## config.mk

```make
export PLATFORM = sky130hd
export DESIGN_NAME = inst_mem_loader_flat
export DESIGN_NICKNAME = d
export VERILOG_FILES = /design/src/rtl/inst_mem_loader_if.sv /design/src/rtl/inst_mem_loader.sv /design/src/flat_wrapper.sv
export SDC_FILE = /design/constraint.sdc
export NUM_CORES = 1
export LEC_CHECK = 0
export CAP_MARGIN = 20
export CELL_PAD_IN_SITES_DETAIL_PLACEMENT = 2
export CELL_PAD_IN_SITES_GLOBAL_PLACEMENT = 2
export CORE_MARGIN = 1
export CORE_UTILIZATION = 27
export DETAILED_ROUTE_END_ITERATION = 12
export PLACE_DENSITY_LB_ADDON = 0.1
export SLEW_MARGIN = 30
export SYNTH_ARGS = -nofsm -noshare
export SYNTH_HDL_FRONTEND = slang
export SYNTH_SLANG_ARGS = --single-unit
```

## constraint.sdc

```tcl
create_clock -name clk -period 1.98 [get_ports clk]
set_input_delay 0.396 -clock clk [delete_from_list [all_inputs] [get_ports clk]]
set_output_delay 0.396 -clock clk [all_outputs]
set_load 0.01 [all_outputs]
```

## src/rtl/inst_mem_loader_if.sv

```systemverilog
// Byte-stream in / instruction-memory write out bundle for the program loader.
// The loader itself sits on the slave side; the byte source and memory sit on the master side.
interface inst_mem_loader_if #(
    parameter int PC_BITS          = 32,
    parameter int INSTRUCTION_BITS = 32
);
    logic                        i_load_start;
    logic                        i_rx_valid;
    logic [7:0]                  i_rx_data;
    logic                        o_write_inst_mem;
    logic [PC_BITS-1:0]          o_inst_mem_addr;
    logic [INSTRUCTION_BITS-1:0] o_inst_mem_data;
    logic                        o_busy;
    logic                        o_load_done;
    logic                        o_overflow;

    modport master (
        output i_load_start, i_rx_valid, i_rx_data,
        input  o_write_inst_mem, o_inst_mem_addr, o_inst_mem_data,
        input  o_busy, o_load_done, o_overflow
    );

    modport slave (
        input  i_load_start, i_rx_valid, i_rx_data,
        output o_write_inst_mem, o_inst_mem_addr, o_inst_mem_data,
        output o_busy, o_load_done, o_overflow
    );
endinterface

```

## src/rtl/inst_mem_loader.sv

```systemverilog
// Assembles received bytes MSB-first into 32-bit words and writes them to
// consecutive instruction-memory addresses until an all-ones HLT word arrives.
//
// state | meaning
// IDLE  | out of reset, waiting for a load request
// RECV  | collecting bytes of the current word
// WRITE | one-cycle write strobe of the assembled word
// DONE  | HLT written, load finished
// ERROR | memory full before HLT
module inst_mem_loader #(
    parameter int PC_BITS          = 32,
    parameter int INSTRUCTION_BITS = 32,
    parameter int INST_ADDRS_BITS  = 11
) (
    input logic              clk,
    input logic              rst,
    inst_mem_loader_if.slave bus
);
    localparam logic [2:0] IDLE  = 3'd0;
    localparam logic [2:0] RECV  = 3'd1;
    localparam logic [2:0] WRITE = 3'd2;
    localparam logic [2:0] DONE  = 3'd3;
    localparam logic [2:0] ERROR = 3'd4;

    localparam logic [INSTRUCTION_BITS-1:0] HLT = '1;

    logic [2:0]                  state_q, state_d;
    logic [INST_ADDRS_BITS-1:0]  addr_q, addr_d;
    logic [1:0]                  cnt_q, cnt_d;
    logic [INSTRUCTION_BITS-1:0] word_q, word_d;
    logic                        write_q, write_d;
    logic                        busy_q, busy_d;
    logic                        done_q, done_d;
    logic                        ovf_q, ovf_d;
    logic [INSTRUCTION_BITS-1:0] word_shift;
    logic [PC_BITS-1:0]          addr_ext;

    assign word_shift = {word_q[INSTRUCTION_BITS-9:0], bus.i_rx_data};

    always_comb begin
        state_d = state_q;
        addr_d  = addr_q;
        cnt_d   = cnt_q;
        word_d  = word_q;
        if (bus.i_load_start) begin
            // A restart drops any byte presented in the same cycle.
            state_d = RECV;
            addr_d  = '0;
            cnt_d   = '0;
        end else begin
            case (state_q)
                RECV: begin
                    if (bus.i_rx_valid) begin
                        word_d = word_shift;
                        cnt_d  = cnt_q + 2'd1;
                        if (cnt_q == 2'd3) begin
                            state_d = WRITE;
                        end
                    end
                end
                WRITE: begin
                    if (word_q == HLT) begin
                        state_d = DONE;
                    end else if (&addr_q) begin
                        state_d = ERROR;
                    end else begin
                        // A byte arriving during the strobe already belongs to the next word.
                        state_d = RECV;
                        addr_d  = addr_q + INST_ADDRS_BITS'(1);
                        cnt_d   = '0;
                        if (bus.i_rx_valid) begin
                            word_d = word_shift;
                            cnt_d  = 2'd1;
                        end
                    end
                end
                IDLE, DONE, ERROR: ;
                default: state_d = IDLE;
            endcase
        end
        write_d = (state_d == WRITE);
        busy_d  = (state_d == RECV) || (state_d == WRITE);
        done_d  = (state_d == DONE);
        ovf_d   = (state_d == ERROR);
    end

    always_ff @(posedge clk) begin
        if (!rst) begin
            state_q <= IDLE;
            addr_q  <= '0;
            cnt_q   <= '0;
            word_q  <= '0;
            write_q <= 1'b0;
            busy_q  <= 1'b0;
            done_q  <= 1'b0;
            ovf_q   <= 1'b0;
        end else begin
            state_q <= state_d;
            addr_q  <= addr_d;
            cnt_q   <= cnt_d;
            word_q  <= word_d;
            write_q <= write_d;
            busy_q  <= busy_d;
            done_q  <= done_d;
            ovf_q   <= ovf_d;
        end
    end

    always_comb begin
        addr_ext                      = '0;
        addr_ext[INST_ADDRS_BITS-1:0] = addr_q;
    end

    assign bus.o_write_inst_mem = write_q;
    assign bus.o_inst_mem_addr  = addr_ext;
    assign bus.o_inst_mem_data  = word_q;
    assign bus.o_busy           = busy_q;
    assign bus.o_load_done      = done_q;
    assign bus.o_overflow       = ovf_q;
endmodule

```

## src/flat_wrapper.sv

```systemverilog
// flat-port wrapper written by rule: the top's interface ports become plain ports
module inst_mem_loader_flat 
#(
    parameter int PC_BITS          = 32,
    parameter int INSTRUCTION_BITS = 32,
    parameter int INST_ADDRS_BITS  = 11
)
  (clk, rst, bus_i_load_start, bus_i_rx_valid, bus_i_rx_data, bus_o_write_inst_mem, bus_o_inst_mem_addr, bus_o_inst_mem_data, bus_o_busy, bus_o_load_done, bus_o_overflow);
  inst_mem_loader_if #(.PC_BITS(PC_BITS), .INSTRUCTION_BITS(INSTRUCTION_BITS)) bus_i ();
  input logic clk;
  input logic rst;
  input wire logic [$bits(bus_i.i_load_start)-1:0] bus_i_load_start;
  input wire logic [$bits(bus_i.i_rx_valid)-1:0] bus_i_rx_valid;
  input wire logic [$bits(bus_i.i_rx_data)-1:0] bus_i_rx_data;
  output wire logic [$bits(bus_i.o_write_inst_mem)-1:0] bus_o_write_inst_mem;
  output wire logic [$bits(bus_i.o_inst_mem_addr)-1:0] bus_o_inst_mem_addr;
  output wire logic [$bits(bus_i.o_inst_mem_data)-1:0] bus_o_inst_mem_data;
  output wire logic [$bits(bus_i.o_busy)-1:0] bus_o_busy;
  output wire logic [$bits(bus_i.o_load_done)-1:0] bus_o_load_done;
  output wire logic [$bits(bus_i.o_overflow)-1:0] bus_o_overflow;
  assign bus_i.i_load_start = bus_i_load_start;
  assign bus_i.i_rx_valid = bus_i_rx_valid;
  assign bus_i.i_rx_data = bus_i_rx_data;
  assign bus_o_write_inst_mem = bus_i.o_write_inst_mem;
  assign bus_o_inst_mem_addr = bus_i.o_inst_mem_addr;
  assign bus_o_inst_mem_data = bus_i.o_inst_mem_data;
  assign bus_o_busy = bus_i.o_busy;
  assign bus_o_load_done = bus_i.o_load_done;
  assign bus_o_overflow = bus_i.o_overflow;
  inst_mem_loader #(.PC_BITS(PC_BITS), .INSTRUCTION_BITS(INSTRUCTION_BITS), .INST_ADDRS_BITS(INST_ADDRS_BITS)) u_core (.clk(clk), .rst(rst), .bus(bus_i));
endmodule
```

==> impl_metrics.csv <==
group,metric,value,unit
global_routing,grt_util_all_layers,15.8,%
timing,fmax,529,MHz
timing,hold_viol_final,0,
power,clockPowerShare,34.9,%
synth,yosysWarningCount,0,
global_routing,grt_antenna_before_repair,0,
final_layout,area_growth,37.7,%
power,ir_drop,0.250,mV
clocking,htreeDepth,2,
synth,yosysMostFrequentCell,"nand2_1",
critical_path,path_class,"flip-flop to flip-flop",
timing,period_share,95.5,%
power,switching_power,469,uW
global_routing,grt_pass1_wl,12100,um
final_layout,postLayoutCellArea,3510,um^2
detailed_routing,drt_first_pass_iters,4,
final_layout,final_layout_size_suffix_gt1_share,17.9,%
final_layout,nets,370,
clocking,path_clk_slew,0.10,ns
timing,skew,0.00827,ns
global_routing,grt_max_degree,42,
timing,period_minus_slack,1.89,ns
detailed_routing,avgRoutedWirePerCell,16.3,um
power,p_seq_share,56.4,%
clocking,cts_hold_buf,0,
placement,hpwl,5540,um
floorplanning,core_area,9200,um^2
detailed_routing,wl,7640,um
clocking,cts_inserted_buffers,5,
synth,yosys-top-cells-count,"nand2_1 (53), dfxtp_1 (52), mux2i_1 (32), buf_4 (21)",
critical_path,crit_path_start_kind,"flip-flop",
power,combPwrFrac,8.7,%
synth,yosysSeqAreaShare,40.9,%
synth,ys_ff_latch,52,
timing,drv_slew,0,
synth,synth_edf_count,0,
synth,synthTopCellsByArea,"dfxtp_1 (41%), mux2i_1 (13%), nand2_1 (7.8%), buf_4 (6.2%), buf_12 (2.4%)",
detailed_routing,drt_iter0_drc,31,
synth,synth_top_cell_by_area,"dfxtp_1",
floorplanning,dieArea,9830,um^2
critical_path,cpPeakStageDelay,0.35,ns
synth,synthArstFlopShare,0,%
timing,setup-tns-final,0,ns
placement,gp_congestion,0.695,
floorplanning,die_h,99.1,um
critical_path,crit_required,2.22,ns
worst_hold_path,hp-class,"flip-flop to flip-flop",
floorplanning,rows,35,
floorplanning,die_x,99.1,um
detailed_routing,drtAntennaViolNets,0,
detailed_routing,num_vias,2233,
synth,synthesis.area,2550,um^2
clocking,clkLatencyLatePin,0.31,ns
synth,avgSynthCellArea,9.43,um^2
synth,yosys_most_used_dff,"dfxtp_1",
synth,synth_top_area_share,40.9,%
detailed_routing,drc,0,
critical_path,slowest_stage,"dfxtp_2",
clocking,clock_path_buffers,2,
timing,setup_violations,0,
clocking,ctsRootBufferMaster,"clkbuf_8",
floorplanning,initial_core_util,27.7,%
floorplanning,ioPinCount,80,
power,p_leak,0.00154,uW
clocking,cts_tree,"built",
power,switching_share,24.9,%
placement,numPortBuffers,58,
timing,rsz0062_at_grt,"yes",
critical_path,cp_max_fo,8,
critical_path,cp-end-kind,"flip-flop",
synth,ys_types,49,
synth,syn_inst,270,
run,maxCapViolCount,0,
critical_path,crit_chain,"nand4_1 -> nor4_4 -> nand2_2 -> o211ai_4 -> clkbuf_16 -> mux2i_1",
placement,place_area,3300,um^2
critical_path,crit_arrival,2.13,ns
outcome,status,"finished clean",
global_routing,grt-ovfl-total,0,
power,powerDensity,537,nW/um^2
clocking,cts.sinks,52,
global_routing,grt_pass1_vias,2384,
power,intPower,1420,uW
final_layout,diodes,0,
detailed_routing,routed_via_density,4.77,
## cells in the final DEF (no fill, tap or decap), types with 3 or more instances in the layout
| cell | n |
|---|---|
| nand2_1 | 53 |
| nand3_1 | 6 |
| a21oi_1 | 9 |
| and3_1 | 3 |
| nor3_1 | 4 |
| conb_1 | 21 |
| and2_1 | 5 |
| o21a_1 | 3 |
| clkdlybuf4s50_1 | 58 |
| dfxtp_1 | 45 |
| nand4_1 | 7 |
| clkbuf_8 | 6 |
| dfxtp_2 | 7 |
| nor2b_1 | 4 |
| mux2i_1 | 32 |
| nor2_1 | 8 |
| xnor2_1 | 3 |
| o21ai_1 | 4 |
| buf_4 | 32 |
| a211oi_1 | 3 |
| a31oi_1 | 3 |
## power groups by stage
stage                     combinational (uW)  sequential, uW  clock [uW]
after floorplan                          120            1090           0
after global placement                   156            1090           0
after detailed placement                 155            1090           0
after CTS                                156            1060         693
after global routing                     181            1060         730
final                                    164            1060         658
## worst max-delay path: cells and delay by family (launching register included)
kind	cells	cell delay, ns
and+or+nand+nor	3	0.68
DFF	1	0.35
AOI/OAI and AO/OA	1	0.34
buffers and inverters	1	0.24
muxes	1	0.19
## final cells by class
class | instances | area (um^2)
repair buffers | 94 | 902
well taps | 111 | 139
inverters | 3 | 11.3
flip-flops and latches | 52 | 1050
fillers | 1010 | 5690
multi-input cells | 200 | 1310
clock inverters | 1 | 7.51
clock buffers | 7 | 86.3
## worst paths after layout
kind | startpoint | to | slack [ns] | depth (start not counted)
max | u_core.bus.o_inst_mem_data[17] | u_core.bus.o_inst_mem_data[6] | 0.09 | 6
min | u_core.cnt_q[1] | u_core.cnt_q[1] | 0.49 | 2
max reg2reg | u_core.bus.o_inst_mem_data[17] | u_core.bus.o_inst_mem_data[6] | 0.09 | 6
min reg2reg | u_core.cnt_q[1] | u_core.cnt_q[1] | 0.49 | 2
## per-stage QoR
step                power (uW)  setup WS [ns]  std cells  hold WS (ns)  utilization [%]
floorplan                 1210         0.0990        290         0.447                -
global placement          1240          0.123        452         0.469             35.9
detailed placement        1240         0.0871        452         0.470             35.9
CTS                       1910         0.0778        460         0.485             36.9
global route              1980        -0.0444        468         0.510             38.1
finish                    1880         0.0893        468         0.487             38.1
## what timing repair did
action,4_1_cts,5_1_grt
resized for setup,0,8
setup buffers,0,5
endpoints found under the setup margin,0,33
## sequential cells by signal, indices dropped and copies added, names as in the netlist
register and flops:
u_core.cnt_q 2, u_core.bus.o_inst_mem_data 32, u_core.state_q 3, u_core.bus.o_busy 1, u_core.addr_q 11, u_core.bus.o_write_inst_mem 1, u_core.bus.o_overflow 1, u_core.bus.o_load_done 1
## cells by family (layout without fill, tap and decap cells)
family | count (synthesis) | in the layout | share of synthesized area (%)
other | 1 | 21 | 0.147
AO/OA/AOI/OAI | 33 | 33 | 9.63
AND/OR/NAND/NOR | 108 | 108 | 23.4
flip-flops | 52 | 52 | 40.9
adder cells (fa/ha/maj) | 2 | 2 | 0.982
multiplexers | 33 | 33 | 13.0
XOR/XNOR | 3 | 3 | 1.03
buffers and inverters | 38 | 105 | 11.0
## per-layer routing
layer | vias to the layer above | global-route usage [%] | routed length (um)
met3 | 7 | 4.22 | 368
met1 | 1105 | 19.1 | 3350
li1 | 1073 | - | -
met5 | - | 0 | 0
met4 | 0 | 3.73 | 70
met2 | 48 | 28.1 | 3860
Note: power is estimated with default switching activity, not from simulation.
